## config.mk

```make
export PLATFORM = sky130hd
export DESIGN_NAME = adc16dv160_packet_framer
export DESIGN_NICKNAME = d
export VERILOG_FILES = /design/src/rtl/adc16dv160_packet_framer.sv
export SDC_FILE = /design/constraint.sdc
export NUM_CORES = 1
export LEC_CHECK = 0
export CAP_MARGIN = 30
export CORE_AREA = 2 2 150 152
export DETAILED_ROUTE_END_ITERATION = 12
export DIE_AREA = 0 0 152 154
export GPL_TIMING_DRIVEN = 0
export PLACE_DENSITY = 0.73
export SYNTH_ARGS = -nofsm -noshare
export SYNTH_HDL_FRONTEND = slang
export SYNTH_SLANG_ARGS = --single-unit
```

## constraint.sdc

```tcl
create_clock -name s00_axis_aclk -period 1.76 [get_ports s00_axis_aclk]
set_input_delay 0.264 -clock s00_axis_aclk [delete_from_list [all_inputs] [get_ports s00_axis_aclk]]
set_output_delay 0.264 -clock s00_axis_aclk [all_outputs]
set_load 0.01 [all_outputs]
```

## src/rtl/adc16dv160_packet_framer.sv

```systemverilog
// AXI-Stream packet framer: wraps each input packet in a 4-word header
// (magic, seq, expected size, timestamp) and a 1-word length/mismatch trailer.
module adc16dv160_packet_framer #(
  parameter logic [31:0] MAGIC    = 32'hADC16D16,
  parameter int unsigned TS_WIDTH = 32
) (
  input  logic        s00_axis_aclk,
  input  logic        s00_axis_aresetn,
  input  logic        s00_axis_tvalid,
  input  logic [31:0] s00_axis_tdata,
  input  logic [3:0]  s00_axis_tkeep,
  input  logic        s00_axis_tlast,
  output logic        s00_axis_tready,
  output logic        m00_axis_tvalid,
  output logic [31:0] m00_axis_tdata,
  output logic [3:0]  m00_axis_tkeep,
  output logic        m00_axis_tlast,
  input  logic        m00_axis_tready,
  input  logic        enable,
  input  logic [31:0] dsize,
  input  logic        ts_clear,
  output logic [31:0] pkt_count,
  output logic        err_len
);

  typedef enum logic [2:0] {IDLE, H0, H1, H2, H3, PAY, TRL, DONE} state_t;

  state_t              state_q;
  logic [TS_WIDTH-1:0] ts_q, ts_l_q;
  logic [31:0]         dsz_l_q, seq_q, tdata_q;
  logic [30:0]         cnt_q, cnt_d;
  logic                mis_q, mis_d, err_q, tvalid_q, tlast_q;
  logic                ld, in_hs, out_done;
  logic                unused_tkeep;

  assign unused_tkeep = ^s00_axis_tkeep;

  // Output register may take a new word when empty or being drained this cycle.
  assign ld       = !tvalid_q || m00_axis_tready;
  assign in_hs    = (state_q == PAY) && ld && s00_axis_tvalid;
  assign out_done = tvalid_q && m00_axis_tready && tlast_q;

  always_comb begin
    cnt_d = (cnt_q == '1) ? cnt_q : cnt_q + 31'd1;
    mis_d = (cnt_q == '1) || ({1'b0, cnt_q} != dsz_l_q);
  end

  always_ff @(posedge s00_axis_aclk) begin
    if (!s00_axis_aresetn) begin
      state_q  <= IDLE;
      ts_q     <= '0;
      ts_l_q   <= '0;
      dsz_l_q  <= '0;
      seq_q    <= '0;
      tdata_q  <= '0;
      cnt_q    <= '0;
      mis_q    <= 1'b0;
      err_q    <= 1'b0;
      tvalid_q <= 1'b0;
      tlast_q  <= 1'b0;
    end else begin
      ts_q <= ts_clear ? '0 : ts_q + TS_WIDTH'(1);
      // Drain by default; any state that loads a word below overrides this.
      if (ld) tvalid_q <= 1'b0;
      case (state_q)
        IDLE: if (enable && s00_axis_tvalid) begin
          dsz_l_q <= dsize;
          ts_l_q  <= ts_q;
          state_q <= H0;
        end
        H0: if (ld) begin
          tvalid_q <= 1'b1; tdata_q <= MAGIC;   tlast_q <= 1'b0; state_q <= H1;
        end
        H1: if (ld) begin
          tvalid_q <= 1'b1; tdata_q <= seq_q;   tlast_q <= 1'b0; state_q <= H2;
        end
        H2: if (ld) begin
          tvalid_q <= 1'b1; tdata_q <= dsz_l_q; tlast_q <= 1'b0; state_q <= H3;
        end
        H3: if (ld) begin
          tvalid_q <= 1'b1; tdata_q <= 32'(ts_l_q); tlast_q <= 1'b0; state_q <= PAY;
        end
        PAY: if (in_hs) begin
          tvalid_q <= 1'b1;
          tdata_q  <= s00_axis_tdata;
          tlast_q  <= 1'b0;
          cnt_q    <= cnt_d;
          if (s00_axis_tlast) state_q <= TRL;
        end
        TRL: if (ld) begin
          tvalid_q <= 1'b1;
          tdata_q  <= {mis_d, cnt_q};
          tlast_q  <= 1'b1;
          mis_q    <= mis_d;
          state_q  <= DONE;
        end
        DONE: if (out_done) begin
          seq_q   <= seq_q + 32'd1;
          err_q   <= err_q | mis_q;
          cnt_q   <= '0;
          state_q <= IDLE;
        end
        default: state_q <= IDLE;
      endcase
    end
  end

  assign s00_axis_tready = (state_q == PAY) && ld;
  assign m00_axis_tvalid = tvalid_q;
  assign m00_axis_tdata  = tdata_q;
  assign m00_axis_tlast  = tlast_q;
  assign m00_axis_tkeep  = 4'b1111;
  assign pkt_count       = seq_q;
  assign err_len         = err_q;

endmodule
```

# Word-level counts from Yosys, hierarchy flattened
# Index checks and enable logic that the tools add are counted.
[classes]
add_sub_neg = 3
n_bitwise = 2
reduce_logical = 22
mux = 29
n_eq_ne = 20
[ops]
columns = ["cell", "count"]
rows = [
  ["$mux W32", 6],
  ["$pmux W32 S6", 1],
  ["$mux W31", 3],
  ["$add A32 B1 Y32 const B", 2],
  ["$pmux W31 S2", 1],
  ["$ne A31 B32 Y1", 1],
  ["$add A31 B1 Y31 const B", 1],
  ["$eq A31 B31 Y1 const B", 1],
  ["$mux W3", 9],
  ["$pmux W3 S8", 1],
  ["$ne A2 B2 Y1 const B", 10],
  ["$eq A3 B3 Y1 const B", 4],
  ["$reduce_and A9 Y1", 1],
  ["$reduce_and A4 Y1", 2],
  ["$reduce_and A7 Y1", 1],
  ["$eq A3 B2 Y1 const B", 2],
  ["$mux W1", 6],
  ["$reduce_and A2 Y1", 3],
  ["$reduce_bool A6 Y1", 1],
  ["$logic_and A1 B1 Y1", 5],
  ["$reduce_or A5 Y1", 1],
  ["$reduce_or A4 Y1", 1],
  ["$eq A3 B1 Y1 const B", 1],
  ["$logic_not A3 Y1", 1],
  ["10 further kinds", 11],
]
[word_totals]
output_inout_bits = 72
regBits = 198

# Logic depth before layout (Yosys ltp)
# Gate-level depths: netlist (run 1).
[logic_depth]
ltp_word = 6
mapped_depth = 8
ltp_nobuf = 6

# Least setup slack after synthesis (run 1)
# Ideal clock, no wire load.
[synth_timing]
path_type = "register -> register"
from = "register ts_q[0]"
to = "register ts_q[22]"
path_buffers = 1
synth_period_minus_slack_ps = 1951
path_stages_with_launch = 8
setup_slack_ps = -191
arrival_ps = 1823
setup_time_ps = 128
cell_sequence = "dfxtp_1 -> ha_1 -> and4_1 -> or4b_4 -> buf_2 -> nor4_2 -> xnor2_1 -> nor2_1"
[synth_between]
elab_chain_cells = 1
[synth_rtl]
columns = ["element", "line", "text"]
rows = [
  ["start: declaration", "29", "logic [TS_WIDTH-1:0] ts_q, ts_l_q;"],
  ["start signal: assignment", "62", "ts_q <= ts_clear ? '0 : ts_q + TS_WIDTH'(1);"],
  ["$add A32 B1 Y32", "62", ""],
]
# Every way passes these cells.
# A chain may end at the register's enable or synchronous reset.

# Worst setup path in the final report (run 1)
[layout_timing]
from = "register state_q[1]"
to = "register cnt_q[11]"
[layout_between]
elab_chain_cells = 5
[layout_rtl]
columns = ["element", "line", "text"]
rows = [
  ["start: declaration", "28", "state_t state_q;"],
  ["start signal: assignment", "50", "state_q <= IDLE;"],
  ["start signal: assignment", "69", "state_q <= H0;"],
  ["start signal: assignment", "72", "tvalid_q <= 1'b1; tdata_q <= MAGIC; tlast_q <= 1'b0; state_q <= H1;"],
  ["$eq A3 B3 Y1", "40, 65", ""],
  ["$logic_and A1 B1 Y1 (2 in a row)", "40", "assign in_hs = (state_q == PAY) && ld && s00_axis_tvalid;"],
  ["$ne A2 B2 Y1 (no source line)", "-", ""],
  ["$reduce_and A4 Y1 (no source line)", "-", ""],
  ["end signal: assignment", "87", "cnt_q <= cnt_d;"],
  ["end: declaration", "31", "logic [30:0] cnt_q, cnt_d;"],
]
# Several ways; a longest one is shown, not always the timed one.

==> reports/qor.yml, run 1 <==
worstPathCellList: "buf_6 -> buf_12 -> buf_12 -> nand3_4 -> buf_12 -> o21ai_4 -> buf_6 -> or4_4 -> nand2_1"
std_cell_rows: 54
max_stage_delay_ns: 0.51
grtUsageTotal: 0.301
grt_pass1_wl_mm: 55.4
clkLatencyLatePin_ns: 0.44
rsz0062_at_grt: "yes"
required_ns: 2.14
hold_class: "input port to flip-flop"
max_clock_freq_mhz: 500
synthArstFlopShare: 0
yosys-top-cells-count: "204 x nand2_1, 198 x dfxtp_1, 125 x a21oi_1, 76 x nor2_1, 55 x xor2_1"
place.gp.congestion: 0.970
avgSynthCellArea_sq_um: 8.20
final-hold-violation-count: 0
fin_util: 0.697
cpLargestDelayFamily: "simple AND/OR/NAND/NOR gates"
die_area_sq_mm: 0.0234
ant_nets: 0
slew_viol_final: 0
top_layer_used: "met4"
slew_headroom: 0.564
wl_met2_mm: 18.3
yosys_most_used_dff: "dfxtp_1"
wirelength_mm: 41.9
cp_data_arrival_time_ns: 2.38
cp_max_fo: 8
drtIter0Drc: 1435
io_pins: 147
drt-met1-wl_mm: 16.1
multi_input_area_sq_mm: 0.00665
clkSlewWorstSetupHoldPaths_ns: 0.08
yosysSeqAreaShare: 0.409
holdBufCountCts: 0
vias_per_cell: 6.30
grt_overflow: 0
finalSetupViolCount: 115
drc: 0
yosys.area.top_type_share: 0.409
routedWlPerCell_microns: 23.9
ys_types: 63
cts_root_buffer: "clkbuf_16"
path_class: "flip-flop to flip-flop"
cap_violations: 0
first_pass_iters: 8
grt_max_degree: 20
synth_area_leaders: "dfxtp_1 41%, nand2_1 7.9%, a21oi_1 6.5%"
syn_inst: 1182
synth.most_common_cell: "nand2_1"
area_growth_pct: 56.0
layout-drive-gt1-share: 0.338
antenna_found_initial: 0
nets: 1542
skew_ns: 0.00852
end_kind: "flip-flop"
yosysTopAreaCell: "dfxtp_1"
crit_top_cell: "buf_12"
period_share: 1.14
dpl-instance-area_sq_mm: 0.0115
regArea_sq_mm: 0.00413
synth-seq-cells: 198
wl_met3_mm: 4.53
path_buf_inv: 5
final_area_sq_mm: 0.0151
syn-cell-area_sq_mm: 0.00969
dpl.hpwl_mm: 25.8
h-tree-depth: 4
coreArea_sq_mm: 0.0217
grt_pass1_vias: 9501
n_antenna_cell: 0
synth_edf_count: 0
vias: 11070
yosys_warnings: 0
clock_path_buffers: 2
power_leakage_uw: 0.00547
setup_slack_ns: -0.240
nFillCells: 1532
slowest_stage: "or4_4"
initial_core_util: 0.447
start_kind: "flip-flop"
io_buffers: 138
fin_setup_tns_ns: -10.12
tightest_slew_ns: 0.648
die_y_microns: 154
violations: "negative setup slack"
pre_cts_ws_ns: -0.812
cts_sinks: 198
finalCriticalPeriod_ns: 2.00
peakVddDrop_uv: 810
powerDensity_mw_per_mm2: 919
status: "complete, but fails checks"
die_x_microns: 152
numCtsBuffers: 17
cts_tree: "built"
-- report_power, final --
part	leakage (uW)	internal, uW	switching [uW]	total (uW)
logic	0.00354	2220	2550	4770
registers	0.00164	4770	363	5130
clock network	0.000285	2020	1970	4000
-- cell type report --
type | count | area share
Multi-Input combinational cell | 892 | 0.440
Sequential cell | 198 | 0.273
Timing Repair Buffer | 265 | 0.175
Buffer | 76 | 0.0463
Clock buffer | 17 | 0.0281
Tap cell | 280 | 0.0232
Clock inverter | 15 | 0.0110
Inverter | 14 | 0.00372
-- registers in the layout, indices dropped and copies added, names as in the netlist --
register,flops
dsz_l_q,32
m00_axis_tdata,32
pkt_count,32
ts_l_q,32
ts_q,32
cnt_q,31
state_q,3
err_len,1
m00_axis_tlast,1
m00_axis_tvalid,1
mis_q,1
-- through the flow --
stage                     hold slack, ns  std cells  total power, uW
after floorplan                    0.400       1185             6730
after global placement             0.445       1603             7930
after detailed placement           0.449       1603             7960
after CTS                          0.362       1695            12400
after global routing               0.394       1757            14200
final                              0.372       1757            13900
-- layout by cell type, fill, tap and decap left out, types with 10 or more instances in the layout --
cell type | Yosys | routed
inv_1 | 14 | 13
dfxtp_1 | 198 | 132
a21oi_1 | 125 | 106
clkbuf_2 | 2 | 26
a22o_1 | 13 | 13
clkbuf_16 | 0 | 23
nand3_1 | 32 | 21
o31ai_1 | 13 | 10
and3_1 | 15 | 11
nor2_1 | 76 | 68
or4_4 | 0 | 15
mux2i_1 | 41 | 30
nand4_1 | 40 | 40
buf_4 | 8 | 94
dfxtp_2 | 0 | 34
buf_6 | 3 | 35
nand2_1 | 204 | 193
buf_8 | 0 | 11
o2bb2ai_4 | 0 | 16
buf_12 | 0 | 14
xnor2_1 | 24 | 22
a21oi_2 | 0 | 18
xor2_1 | 55 | 55
clkdlybuf4s50_1 | 0 | 134
o21ai_2 | 0 | 17
nor4_1 | 19 | 10
a221oi_2 | 0 | 13
o21ai_0 | 52 | 25
dfxtp_4 | 0 | 32
-- metal layers --
layer	vias to the layer above	track usage
li1	4798	-
met1	5220	0.398
met2	820	0.487
met3	232	0.0550
met4	0	0.121
met5	-	0
-- cell families after synthesis --
| group | after synthesis | share of synthesized area |
|---|---|---|
| compound gates | 269 | 0.171 |
| flops | 198 | 0.409 |
| fa+ha+maj | 3 | 0.00387 |
| mux | 44 | 0.0458 |
| simple gates | 492 | 0.253 |
| buf+inv | 96 | 0.0458 |
| other cells | 1 | 0.000387 |
| xor+xnor | 79 | 0.0714 |
-- worst paths after layout --
check	endpoint	slack [ns]	cells past startpoint	from
worst max-delay path	cnt_q[11]	-0.24	9	state_q[1]
worst min register to register	m00_axis_tdata[7]	0.46	2	m00_axis_tdata[7]
worst min-delay path	dsz_l_q[13]	0.37	3	dsize[13]
worst max register to register	cnt_q[11]	-0.24	9	state_q[1]
-- what timing repair did --
action | CTS | global route
setup buffers | 58 | 61
resized for setup | 274 | 259
pin swaps | 56 | 92
gates cloned | 4 | 7
endpoints found under the setup margin | 190 | 173
-- worst min-delay path, stage by stage --
cell and delay (ns):
clkdlybuf4s50_1 0.39, nand2_1 0.05, a21oi_1 0.05
No activity file was read; power rests on OpenSTA's default activity.
==> inputs of run 2 (changes only) <==
CTS_CLUSTER_DIAMETER = 40   (was default)
PLACE_DENSITY = 0.71   (was 0.73)
TNS_END_PERCENT = 100   (was default)
clock period = 1.9 ns   (was 1.76 ns; I/O delays follow)
==> run 2 against run 1 <==
Register-to-register slack better by 0.17 ns. Clock skew up 0.00083 ns. Setup slack better by 0.17 ns. Critical path depth down 2. Non-clock buffer count down 57. Power down 17%. Wire length down 14%. Combinational power down 38%. Cell count down 3.3%. The run still ends with negative setup slack left. Die area unchanged. Clock power down 5.8%. Critical endpoint is now cnt_q[26]. Clock-buffer cell count up 2.
==> reports/qor.yml, run 2 (same netlist as run 1, synthesis figures left out) <==
met2_usage: 0.455
placedCellCount: 1604
peakVddDrop_uv: 683
n_antenna_cell: 0
hold_class: "input port to flip-flop"
grt_overflow: 0
antenna_found_initial: 1
required_ns: 2.27
routedWlPerCell_microns: 21.2
grt_max_degree: 19
slew_headroom: 0.596
stdcell_count: 1699
mostFrequentLayoutCell: "nand2_1"
cp_max_fo: 6
use_met1: 0.355
nets: 1484
fin_util: 0.620
violations: "negative setup slack"
coreArea_sq_mm: 0.0217
tightest_slew_ns: 0.606
period_share: 1.03
grt.busiest_layer: "met2"
area_growth_pct: 38.8
vias: 10266
cts_sinks: 198
multi_input_area_sq_mm: 0.00587
ant_nets: 0
skew_ns: 0.00935
finalCriticalPeriod_ns: 1.97
dpl-instance-area_sq_mm: 0.0115
start_kind: "flip-flop"
slew_viol_final: 0
path_class: "flip-flop to flip-flop"
drc: 0
vias_per_cell: 6.04
die_area_sq_mm: 0.0234
met3_usage: 0.0614
cts_root_buffer: "clkbuf_16"
final_area_sq_mm: 0.0135
dpl.hpwl_mm: 25.2
clock_path_buffers: 2
nFillCells: 1841
drtIter0Drc: 1264
std_cell_rows: 54
io_buffers: 138
first_pass_iters: 7
cp_data_arrival_time_ns: 2.34
layout-drive-gt1-share: 0.233
final-hold-violation-count: 0
place.gp.congestion: 0.969
die_x_microns: 152
grt_pass1_vias: 9328
powerDensity_mw_per_mm2: 853
power_leakage_uw: 0.00487
regArea_sq_mm: 0.00409
whs_ns: 0.384
die_y_microns: 154
setup_slack_ns: -0.0654
grtUsageTotal: 0.284
initial_core_util: 0.447
numCtsBuffers: 17
pre_cts_ws_ns: -0.782
status: "complete, but fails checks"
h-tree-depth: 4
cts_tree: "built"
final_cell_mix: "200 x nand2_1, 150 x dfxtp_1, 135 x clkdlybuf4s50_1, 115 x a21oi_1, 76 x buf_4"
rsz0062_at_grt: "yes"
clkSlewWorstSetupHoldPaths_ns: 0.08
max_clock_freq_mhz: 509
finalSetupViolCount: 10
cap_violations: 0
grt_pass1_wl_mm: 52.1
clkLatencyLatePin_ns: 0.44
wirelength_mm: 36.0
io_pins: 147
end_kind: "flip-flop"
run 2: cell count changes in the layout (fill, tap and decap cells not counted), moves of 12 or more:
cell / change
a221oi_2: -12
buf_4: -18
a221oi_1: +13
o21ai_0: +20
buf_6: -22
dfxtp_1: +18
o2bb2ai_4: -15
dfxtp_2: -12
o21ai_2: -14
buf_12: -13
run 2: area by class of cell:
type | count | share of cell area
plain buffers | 76 | 0.0393
clock buffers | 19 | 0.0329
repair buffers | 208 | 0.146
flip-flops and latches | 198 | 0.304
clock inverters | 13 | 0.0122
multi-input cells | 891 | 0.436
inverters | 14 | 0.00391
well taps | 280 | 0.0260
run 2: power breakdown:
group	switching, uW	internal, uW	total, uW	leakage (uW)
registers	293	4430	4720	0.00163
clock network	1740	2030	3770	0.000292
logic	1700	1280	2980	0.00295
run 2: worst paths after layout:
check / from / endpoint / slack [ns] / cells after the start
max: cnt_q[9] / cnt_q[26] / -0.07 / 7
min: dsize[23] / dsz_l_q[23] / 0.38 / 3
max reg2reg: cnt_q[9] / cnt_q[26] / -0.07 / 7
min reg2reg: m00_axis_tdata[19] / m00_axis_tdata[19] / 0.46 / 2
run 2: per-stage QoR:
step | setup TNS [ns] | power, uW
global placement | -87.28 | 7300
finish | -0.254 | 11500
detailed placement | -83.73 | 7330
global route | -1.18 | 11900
CTS | -0.198 | 11200
floorplan | 0 | 6220
run 2: routing by layer:
metal  vias to the layer above  share of wire
met1                      4759           0.40
met2                       669           0.44
li1                       4672              -
met5                         -        0.00031
met3                       164          0.095
met4                         2          0.064
run 2: critical path, cell delays in order (launching register included):
cell and delay, ns:
dfxtp_2 0.33, buf_6 0.09, and3_4 0.18, nand2_2 0.06, or3_4 0.43, buf_6 0.15
or4_4 0.53, a21oi_2 0.14
run 2: timing repair:
| item | in CTS | in global routing |
|---|---|---|
| hold buffers | 0 | 0 |
| pin swaps | 15 | 34 |
| cloned | 0 | 3 |
| resized for setup | 153 | 153 |
| endpoints found under the hold margin | 0 | 0 |
| buffers inserted | 32 | 34 |
| endpoints found under the setup margin | 164 | 150 |
==> inputs of run 3 (changes only) <==
--- a/constraint.sdc
+++ b/constraint.sdc
@@ -3,2 +3,2 @@
 set_output_delay 0.285 -clock s00_axis_aclk [all_outputs]
-set_load 0.01 [all_outputs]
+set_load 0.02 [all_outputs]
==> run 3 against run 2 <==
The run still ends with negative setup slack left. Fmax fell by 0.79%. Cell count fell by 0.65%. Setup slack got worse by 0.016 ns. Die area did not move. First-iteration DRC count fell by 16%. Utilization fell by 0.42 points. Wire length fell by 2.4%. Non-clock buffer count fell by 11. Via count fell by 1.7%. Power rose by 1.2%. Clock-buffer cell count did not move. Combinational power rose by 4%. Critical path type unchanged.
==> reports/qor.yml, run 3 (same netlist as run 1, synthesis figures left out) <==
power.total_uw: 11600
wirelength_mm: 35.1
grt_overflow: 0
die_x_microns: 152
numCtsBuffers: 17
slew_headroom: 0.487
slowest_stage: "or4_4"
p_int_uw: 7720
place.gp.congestion: 0.985
ant_nets: 0
dpl.hpwl_mm: 25.1
die_y_microns: 154
worstPathCellList: "buf_6 -> and4_4 -> nand2_4 -> or3_4 -> buf_6 -> or4_4 -> a21oi_2"
path_buf_inv: 2
vias: 10096
pwr-share-clk: 0.324
first_pass_iters: 5
max_stage_delay_ns: 0.48
n_antenna_cell: 0
std_cell_rows: 54
routedWlPerCell_microns: 20.8
area_growth_pct: 37.9
layout-drive-gt1-share: 0.221
fin_util: 0.616
grt_pass1_wl_mm: 52.9
finalSetupViolCount: 6
crit_top_cell: "buf_6"
power_leakage_uw: 0.00491
mostFrequentLayoutCell: "nand2_1"
drc: 0
seqPwrFrac: 0.408
violations: "negative setup slack"
coreArea_sq_mm: 0.0217
initial_core_util: 0.447
p_sw_frac: 0.335
slew_viol_final: 0
hold_class: "input port to flip-flop"
nFillCells: 1845
cpLargestDelayFamily: "simple AND/OR/NAND/NOR gates"
cts_tree: "built"
grtUsageTotal: 0.289
end_kind: "flip-flop"
period_share: 1.04
nets: 1473
finalCriticalPeriod_ns: 1.98
grt_pass1_vias: 9395
cts_root_buffer: "clkbuf_16"
io_buffers: 138
skew_ns: 0.0153
status: "complete, but fails checks"
max_clock_freq_mhz: 505
path_class: "flip-flop to flip-flop"
holdBufCountCts: 0
required_ns: 2.26
cap_violations: 0
final-hold-violation-count: 0
h-tree-depth: 4
switching_power_uw: 3880
combPwrFrac: 0.268
die_area_sq_mm: 0.0234
clock_path_buffers: 2
antenna_found_initial: 0
start_kind: "flip-flop"
setup_slack_ns: -0.0810
final_cell_mix: "200 x nand2_1, 155 x dfxtp_1, 129 x clkdlybuf4s50_1, 114 x a21oi_1, 70 x nor2_1"
cts_sinks: 198
grt_max_degree: 19
clkSlewWorstSetupHoldPaths_ns: 0.08
vias_per_cell: 5.98
peakVddDrop_uv: 744
tightest_slew_ns: 0.762
io_pins: 147
drtIter0Drc: 1058
powerDensity_mw_per_mm2: 869
rsz0062_at_grt: "yes"
cp_data_arrival_time_ns: 2.34
cp_max_fo: 5
clkLatencyLatePin_ns: 0.44
[run 3: cell count changes in the layout (fill, tap and decap cells not counted), sizes merged]
cell           delta
clkbuf            -5
dlymetal6s2s      +5
clkdlybuf4s50     -6
dlygate4sd2       +1
clkinvlp          -1
inv               +1
buf               -6
[run 3: layer usage]
metal | up-vias | global-route usage | share of wire | wire, microns
met3 | 133 | 0.0671 | 0.096 | 3360
met2 | 600 | 0.451 | 0.44 | 15500
met5 | - | 0 | 0 | 0
met4 | 0 | 0.166 | 0.057 | 2010
met1 | 4708 | 0.367 | 0.41 | 14200
li1 | 4655 | - | - | -
[run 3: final cells by class]
cell class,instances,area [sq um],area share
well taps,280,350,0.0262
multi-input cells,891,5890,0.441
repair buffers,195,1840,0.138
clock inverters,13,156,0.0117
clock buffers,19,443,0.0332
flip-flops and latches,198,4070,0.305
inverters,14,52.6,0.00393
plain buffers,78,551,0.0412
[run 3: tightest hold or removal path: cells and delay by family]
family          cells  cell delay (ns)
compound gates      1             0.05
buf+inv             1             0.39
simple gates        1             0.05
[run 3: repair_timing]
| item | CTS | global route |
|---|---|---|
| endpoints found under the hold margin | 0 | 0 |
| gates cloned | 0 | 1 |
| pin swaps | 19 | 31 |
| setup endpoints to repair | 172 | 162 |
| resized for setup | 156 | 151 |
| buffers inserted | 35 | 20 |
[run 3: power groups by stage]
stage | logic (uW) | registers, uW | clock network (uW)
detailed placement | 2680 | 4810 | 0
floorplan | 1440 | 4930 | 0
CTS | 2880 | 4720 | 3760
global placement | 2650 | 4800 | 0
finish | 3110 | 4740 | 3760
global route | 3300 | 4760 | 3940
[run 3: final timing paths]
| kind | start | end | slack [ns] | cells past startpoint |
|---|---|---|---|---|
| hold reg to reg | m00_axis_tdata[21] | m00_axis_tdata[21] | 0.46 | 2 |
| setup reg to reg | cnt_q[2] | cnt_q[24] | -0.08 | 7 |
| setup / recovery | cnt_q[2] | cnt_q[24] | -0.08 | 7 |
| hold / removal | dsize[18] | dsz_l_q[18] | 0.38 | 3 |
[run 3: metrics by stage]
stage          instance area [sq um]  cells  worst slack, ns  hold slack, ns  setup TNS, ns
3_5_place_dp                   11500   1604           -0.737           0.442         -82.92
3_3_place_gp                   11500   1603           -0.899           0.441         -86.00
4_1_cts                        12700   1668          -0.0522           0.375        -0.0895
5_1_grt                        13400   1688           -0.104           0.395         -0.893
6_report                       13400   1688          -0.0810           0.381         -0.165
2_1_floorplan                   9730   1185          0.00848           0.403              0
